File: config.mk
export PLATFORM = sky130hd
export DESIGN_NAME = priv_trap_ctrl
export DESIGN_NICKNAME = d
export VERILOG_FILES = /design/src/rtl/priv_trap_ctrl.sv
export SDC_FILE = /design/constraint.sdc
export NUM_CORES = 1
export LEC_CHECK = 0
export BUFFER_PORTS_ARGS = -buffer_cell sky130_fd_sc_hd__buf_2
export CAP_MARGIN = 20
export CORE_MARGIN = 2
export CORE_UTILIZATION = 45
export CTS_BUF_LIST = sky130_fd_sc_hd__clkbuf_16
export DETAILED_ROUTE_END_ITERATION = 12
export MAX_ROUTING_LAYER = met4
export PLACE_DENSITY = 0.71
export RECOVER_POWER = 50
export SYNTH_ARGS = -nofsm -noshare
export SYNTH_HDL_FRONTEND = slang
export SYNTH_SLANG_ARGS = --single-unit
File: constraint.sdc
create_clock -name CLK -period 15.1 [get_ports CLK]
set_clock_uncertainty 0.1 [all_clocks]
set_input_delay 4.53 -clock CLK [delete_from_list [all_inputs] [get_ports CLK]]
set_output_delay 4.53 -clock CLK [all_outputs]
set_load 0.05 [all_outputs]
File: src/rtl/priv_trap_ctrl.sv
// Machine-mode trap sequencer: arbitrates exceptions, M-mode interrupts and MRET,
// sequences flush/redirect to the pipeline and owns priv, mstatus, mepc, mcause, mtval.
module priv_trap_ctrl #(
  parameter bit HAS_U_MODE = 1'b1,
  parameter int XLEN       = 32
) (
  input  logic            CLK,
  input  logic            RST,
  input  logic            ex_valid,
  input  logic [XLEN-2:0] ex_code,
  input  logic [XLEN-1:0] ex_epc,
  input  logic [XLEN-1:0] ex_tval,
  input  logic            mret_valid,
  input  logic            ext_int,
  input  logic            soft_int,
  input  logic            timer_int,
  input  logic            meie,
  input  logic            msie,
  input  logic            mtie,
  input  logic [XLEN-1:0] mtvec,
  input  logic            csr_wr_en,
  input  logic [11:0]     csr_wr_addr,
  input  logic [XLEN-1:0] csr_wr_data,
  input  logic            flush_ack,
  output logic            flush_req,
  output logic            redirect_valid,
  output logic [XLEN-1:0] redirect_pc,
  output logic            trap_busy,
  output logic [1:0]      priv,
  output logic            mstatus_mie,
  output logic            mstatus_mpie,
  output logic [1:0]      mstatus_mpp,
  output logic [XLEN-1:0] mepc,
  output logic [XLEN-1:0] mcause,
  output logic [XLEN-1:0] mtval
);

  localparam logic [1:0]  M_MODE         = 2'h3;
  localparam logic [1:0]  U_MODE         = 2'h0;
  localparam logic [1:0]  MTVEC_VECTORED = 2'h1;
  localparam logic [11:0] CSR_MSTATUS    = 12'h300;
  localparam logic [11:0] CSR_MEPC       = 12'h341;
  localparam logic [11:0] CSR_MCAUSE     = 12'h342;
  localparam logic [11:0] CSR_MTVAL      = 12'h343;

  typedef enum logic [1:0] {S_IDLE, S_FLUSH, S_REDIR} state_t;

  state_t          state_q;
  logic            flush_req_q, redirect_valid_q, busy_q;
  logic [XLEN-1:0] redirect_pc_q;
  logic [1:0]      priv_q, mpp_q;
  logic            mie_q, mpie_q;
  logic [XLEN-1:0] mepc_q, mcause_q, mtval_q;
  logic            ev_int_q, ev_mret_q;
  logic [XLEN-1:0] ev_epc_q, ev_tval_q, ev_cause_q;

  logic [2:0] pend;
  logic       gie, irq_take, ev_take;
  logic [4:0] irq_code;

  function automatic logic [1:0] mpp_warl(input logic [1:0] wr, input logic [1:0] old);
    if (wr == M_MODE || (HAS_U_MODE && wr == U_MODE)) return wr;
    return old;
  endfunction

  function automatic logic [XLEN-1:0] trap_target(input logic [XLEN-1:0] tvec,
                                                  input logic is_int,
                                                  input logic [4:0] code);
    logic [XLEN-1:0] base;
    base = {tvec[XLEN-1:2], 2'b00};
    if (is_int && tvec[1:0] == MTVEC_VECTORED)
      return base + {{(XLEN-7){1'b0}}, code, 2'b00};
    return base;
  endfunction

  // Fixed interrupt priority MEI > MSI > MTI; gated by global enable.
  always_comb begin
    pend     = {ext_int & meie, soft_int & msie, timer_int & mtie};
    gie      = (priv_q != M_MODE) | mie_q;
    irq_take = gie & (|pend);
    if (pend[2])      irq_code = 5'd11;
    else if (pend[1]) irq_code = 5'd3;
    else              irq_code = 5'd7;
    ev_take  = ex_valid | mret_valid | irq_take;
  end

  always_ff @(posedge CLK) begin
    if (RST) begin
      state_q          <= S_IDLE;
      flush_req_q      <= 1'b0;
      redirect_valid_q <= 1'b0;
      busy_q           <= 1'b0;
      redirect_pc_q    <= '0;
      priv_q           <= M_MODE;
      mie_q            <= 1'b0;
      mpie_q           <= 1'b0;
      mpp_q            <= M_MODE;
      mepc_q           <= '0;
      mcause_q         <= '0;
      mtval_q          <= '0;
    end else begin
      case (state_q)
        S_IDLE: begin
          if (csr_wr_en) begin
            case (csr_wr_addr)
              CSR_MSTATUS: begin
                mie_q  <= csr_wr_data[3];
                mpie_q <= csr_wr_data[7];
                mpp_q  <= mpp_warl(csr_wr_data[12:11], mpp_q);
              end
              CSR_MEPC:   mepc_q   <= {csr_wr_data[XLEN-1:2], 2'b00};
              CSR_MCAUSE: mcause_q <= csr_wr_data;
              CSR_MTVAL:  mtval_q  <= csr_wr_data;
              default: ;
            endcase
          end
          // Only the winning event is latched; losers are not queued.
          if (ev_take) begin
            state_q     <= S_FLUSH;
            flush_req_q <= 1'b1;
            busy_q      <= 1'b1;
            ev_mret_q   <= !ex_valid && mret_valid;
            ev_int_q    <= !ex_valid && !mret_valid;
            ev_epc_q    <= ex_epc;
            ev_tval_q   <= ex_valid ? ex_tval : '0;
            ev_cause_q  <= ex_valid ? {1'b0, ex_code} : {1'b1, {(XLEN-6){1'b0}}, irq_code};
          end
        end
        S_FLUSH: begin
          if (flush_ack) begin
            state_q          <= S_REDIR;
            flush_req_q      <= 1'b0;
            redirect_valid_q <= 1'b1;
            redirect_pc_q    <= ev_mret_q ? mepc_q : trap_target(mtvec, ev_int_q, ev_cause_q[4:0]);
          end
        end
        S_REDIR: begin
          state_q          <= S_IDLE;
          redirect_valid_q <= 1'b0;
          busy_q           <= 1'b0;
          if (ev_mret_q) begin
            priv_q <= mpp_q;
            mie_q  <= mpie_q;
            mpie_q <= 1'b1;
            mpp_q  <= HAS_U_MODE ? U_MODE : M_MODE;
          end else begin
            mepc_q   <= {ev_epc_q[XLEN-1:2], 2'b00};
            mcause_q <= ev_cause_q;
            mtval_q  <= ev_tval_q;
            mpie_q   <= mie_q;
            mie_q    <= 1'b0;
            mpp_q    <= priv_q;
            priv_q   <= M_MODE;
          end
        end
        default: state_q <= S_IDLE;
      endcase
    end
  end

  assign flush_req      = flush_req_q;
  assign redirect_valid = redirect_valid_q;
  assign redirect_pc    = redirect_pc_q;
  assign trap_busy      = busy_q;
  assign priv           = priv_q;
  assign mstatus_mie    = mie_q;
  assign mstatus_mpie   = mpie_q;
  assign mstatus_mpp    = mpp_q;
  assign mepc           = mepc_q;
  assign mcause         = mcause_q;
  assign mtval          = mtval_q;

endmodule

==> impl_metrics.yaml <==
drt:
  dr.first_iter.drc_count: 880
  final_antenna_net_count: 0
  vias: 9535
  drt-total-wl_mm: 33.76
  drt_pass1_iterations: 5
  drc: 0
  routedWlPerCell_um: 19.86
  via_per_inst: 5.609
global_routing:
  grt_max_degree: 81
  grt_overflow: 0
  grt.total_usage_pct: 27.38
  grt_pass1_wl_mm: 50.26
  antenna_found_initial: 8
  grt_pass1_vias: 8791
clock_network:
  cts_hold_buf: 0
  clock_latency_ns: 0.54
  path_clk_slew_ns: 0.06
  cts-root-buf: "clkbuf_16"
  cts_tree: "built"
  cts_buffers: 26
  clkSinkCount: 231
  post_cts_resized: 0
  cts_setup_buffers: 0
  clk_path_buf_depth: 3
  cts_max_level: 1
sta:
  tns_ns: 0
  period_share_pct: 68.19
  fmax_mhz: 97.12
  worst_slack_ns: 4.804
  relSlewSlack_pct: -163.0
  rsz0062_at_grt: "no"
  setup_viol: 0
  hold_violations: 0
  drv_slew: 212
  min_period_ns: 10.30
  tightest_slew_ns: 3.944
worst_setup_path:
  worstPathMaxFanout: 80
  critPathKind: "in -> reg"
  crit_required_ns: 15.25
  end_kind: "flop"
  worst_setup_path_start_kind: "input port"
  crit_arrival_ns: 10.44
yosys:
  avgSynthCellArea_sq_um: 9.354
  ys.flop_type: "dfxtp_1"
  ys_seq_elements: 231
  yosysUniqueCellTypes: 58
  synth_area_leaders: "edfxtp_1 (28%), dfxtp_1 (26%), nand2_1 (9.9%)"
  yosys_warnings: 0
  synthArstFlopShare_pct: 0
  synth_area_sq_um: 10440
  yosysTopAreaCell: "edfxtp_1"
  synth_top_cell_area_share_pct: 27.62
  synth_enable_flop_cells: 96
  ys_seq_area_share_pct: 53.51
  syn_inst: 1116
placement:
  place_congestion: 0.8948
  dp.cells: 1643
  port_buffers: 313
  place_hpwl_mm: 23.44
  dpl_worst_slack_ns: 8.010
die:
  die_w_um: 156.3
  num_rows: 55
  die_h_um: 156.3
  start_util_pct: 45.97
  core_area_sq_um: 22710
  ios: 320
  dieArea_sq_um: 24430
run_status:
  violations: "capacitance limit, slew limit"
  status: "finished with violations"
power:
  irDropWorstVdd_mv: 0.07433
  powerDensity_nw_per_um2: 115.0
  p_int_mw: 1.072
  p_seq_share_pct: 47.4
  sw_frac_of_total_pct: 27.18
  leakage_nw: 4.803
  pwr-share-comb_pct: 11.6
  p_switching_uw: 399.9
  p_clk_share_pct: 41.0
cells_and_area:
  fin_nets: 1575
  final_cells: 1700
  drive_above_1_share_pct: 17.92
  area_growth_pct: 22.57
flow_run:
  maxCapViolCount: 3
worst_hold_path:
  holdCritPathClass: "reg -> reg"
cell usage after synthesis (2+ instances only):
cell and number:
a22oi_1 64, nand3_1 10, nand4_1 12, nor2b_1 7
ha_1 5, edfxtp_1 96, inv_1 2, dfxtp_1 135
nor3b_1 2, a21oi_2 3, a41oi_1 2, a21o_1 6
o41ai_1 2, o21ai_0 16, a311oi_1 30, o211ai_1 2
xor2_1 12, buf_1 3, buf_4 11, mux2i_1 2
o221ai_1 2, and2_1 66, a21oi_1 96, and4_1 6
and3b_1 3, a211oi_1 20, clkbuf_1 50, o22ai_1 13
nor2_1 49, o21bai_1 5, nor3_1 7, nand3b_1 11
buf_2 25, nand2_1 275, xnor2_1 11, nand2b_1 5
and3_1 29
logic make-up (layout without fill, tap and decap cells):
logic type / after synthesis / in the layout / synth area share, %
AND/OR/NAND/NOR: 491 / 491 / 22.14
AO/OA/AOI/OAI: 271 / 271 / 17.44
flip-flops: 231 / 231 / 53.51
buffers and inverters: 91 / 378 / 3.967
XOR/XNOR: 23 / 23 / 1.930
adder cells (fa/ha/maj): 6 / 6 / 0.7911
multiplexers: 2 / 2 / 0.1918
other: 1 / 13 / 0.03592
metal layers:
layer | track usage, % | up-vias | part of all wire (%)
li1 | - | 4534 | -
met1 | 38.16 | 4521 | 44
met2 | 41.12 | 426 | 46
met3 | 4.929 | 54 | 8.4
met4 | 7.733 | 0 | 2.2
met5 | - | - | 0
cell type report:
| class | count | area [sq um] |
|---|---|---|
| Fill cell | 2158 | 9915 |
| Timing Repair Buffer | 328 | 1531 |
| Tap cell | 285 | 356.6 |
| Clock inverter | 21 | 123.9 |
| Multi-Input combinational cell | 797 | 4492 |
| Sequential cell | 231 | 5585 |
| Clock buffer | 27 | 675.6 |
| Inverter | 2 | 7.507 |
| Antenna cell | 9 | 22.52 |
power by group through the flow:
stage	registers, mW	logic [mW]	clock network (mW)
after floorplan	0.742	0.0768	0
after global placement	0.709	0.170	0
after detailed placement	0.710	0.173	0
after CTS	0.697	0.173	0.607
after global routing	0.700	0.185	0.635
final	0.698	0.171	0.603
worst paths after layout:
kind | startpoint | slack, ns | end | cells past startpoint
setup / recovery | RST | 4.80 | redirect_pc[27] | 6
setup reg to reg | ev_cause_q[0] | 12.14 | redirect_pc[20] | 7
hold reg to reg | mtval[28] | 0.35 | mtval[28] | 2
hold / removal | mtval[28] | 0.35 | mtval[28] | 2
sequential cells by signal, indices dropped and copies added (netlist names), 2 cells and up:
register	cells
ev_cause_q	32
ev_epc_q	30
ev_tval_q	32
mcause	32
mepc	30
mstatus_mpp	2
mtval	32
priv	2
redirect_pc	30
state_q	2
placed cells by master (no fill, tap or decap), types with 3 or more instances in the layout:
cell type / netlist / routed
clkbuf_16: 0 / 27
clkinv_1: 0 / 6
clkbuf_1: 50 / 130
and3_1: 29 / 29
nand3_1: 10 / 10
a211oi_1: 20 / 20
and2_1: 66 / 28
a21o_1: 6 / 6
dfxtp_1: 135 / 135
nand2b_1: 5 / 4
edfxtp_1: 96 / 96
o21bai_1: 5 / 5
and2_0: 0 / 38
and4_1: 6 / 6
ha_1: 5 / 5
buf_2: 25 / 185
a21oi_1: 96 / 95
nor2b_1: 7 / 6
nand3b_1: 11 / 11
nand4_1: 12 / 12
xnor2_1: 11 / 11
clkinv_2: 0 / 7
nor3_1: 7 / 6
a22oi_1: 64 / 64
and3b_1: 3 / 3
inv_1: 2 / 6
o22ai_1: 13 / 13
a311oi_1: 30 / 30
xor2_1: 12 / 12
nand2_1: 275 / 275
o21ai_0: 16 / 16
nor2_1: 49 / 48
conb_1: 1 / 4
diode_2: 0 / 9
buf_4: 11 / 12
stage by stage:
step | hold slack [ns] | total power [mW] | instance area (sq um) | util, %
floorplan | 0.4182 | 0.8187 | 10450 | -
global placement | 0.3364 | 0.8790 | 12120 | 53.35
detailed placement | 0.3428 | 0.8832 | 12140 | 53.47
CTS | 0.3507 | 1.477 | 12940 | 56.99
global route | 0.3638 | 1.521 | 12790 | 56.33
finish | 0.3514 | 1.471 | 12790 | 56.34
worst max-delay path, cell delays in order:
cell and delay [ns]:
clkbuf_1 1.95, clkbuf_1 2.88, nor3_1 0.51, nand2_1 0.24, a21o_1 0.10, o211ai_1 0.08
Power figures use the tool's default switching activity.
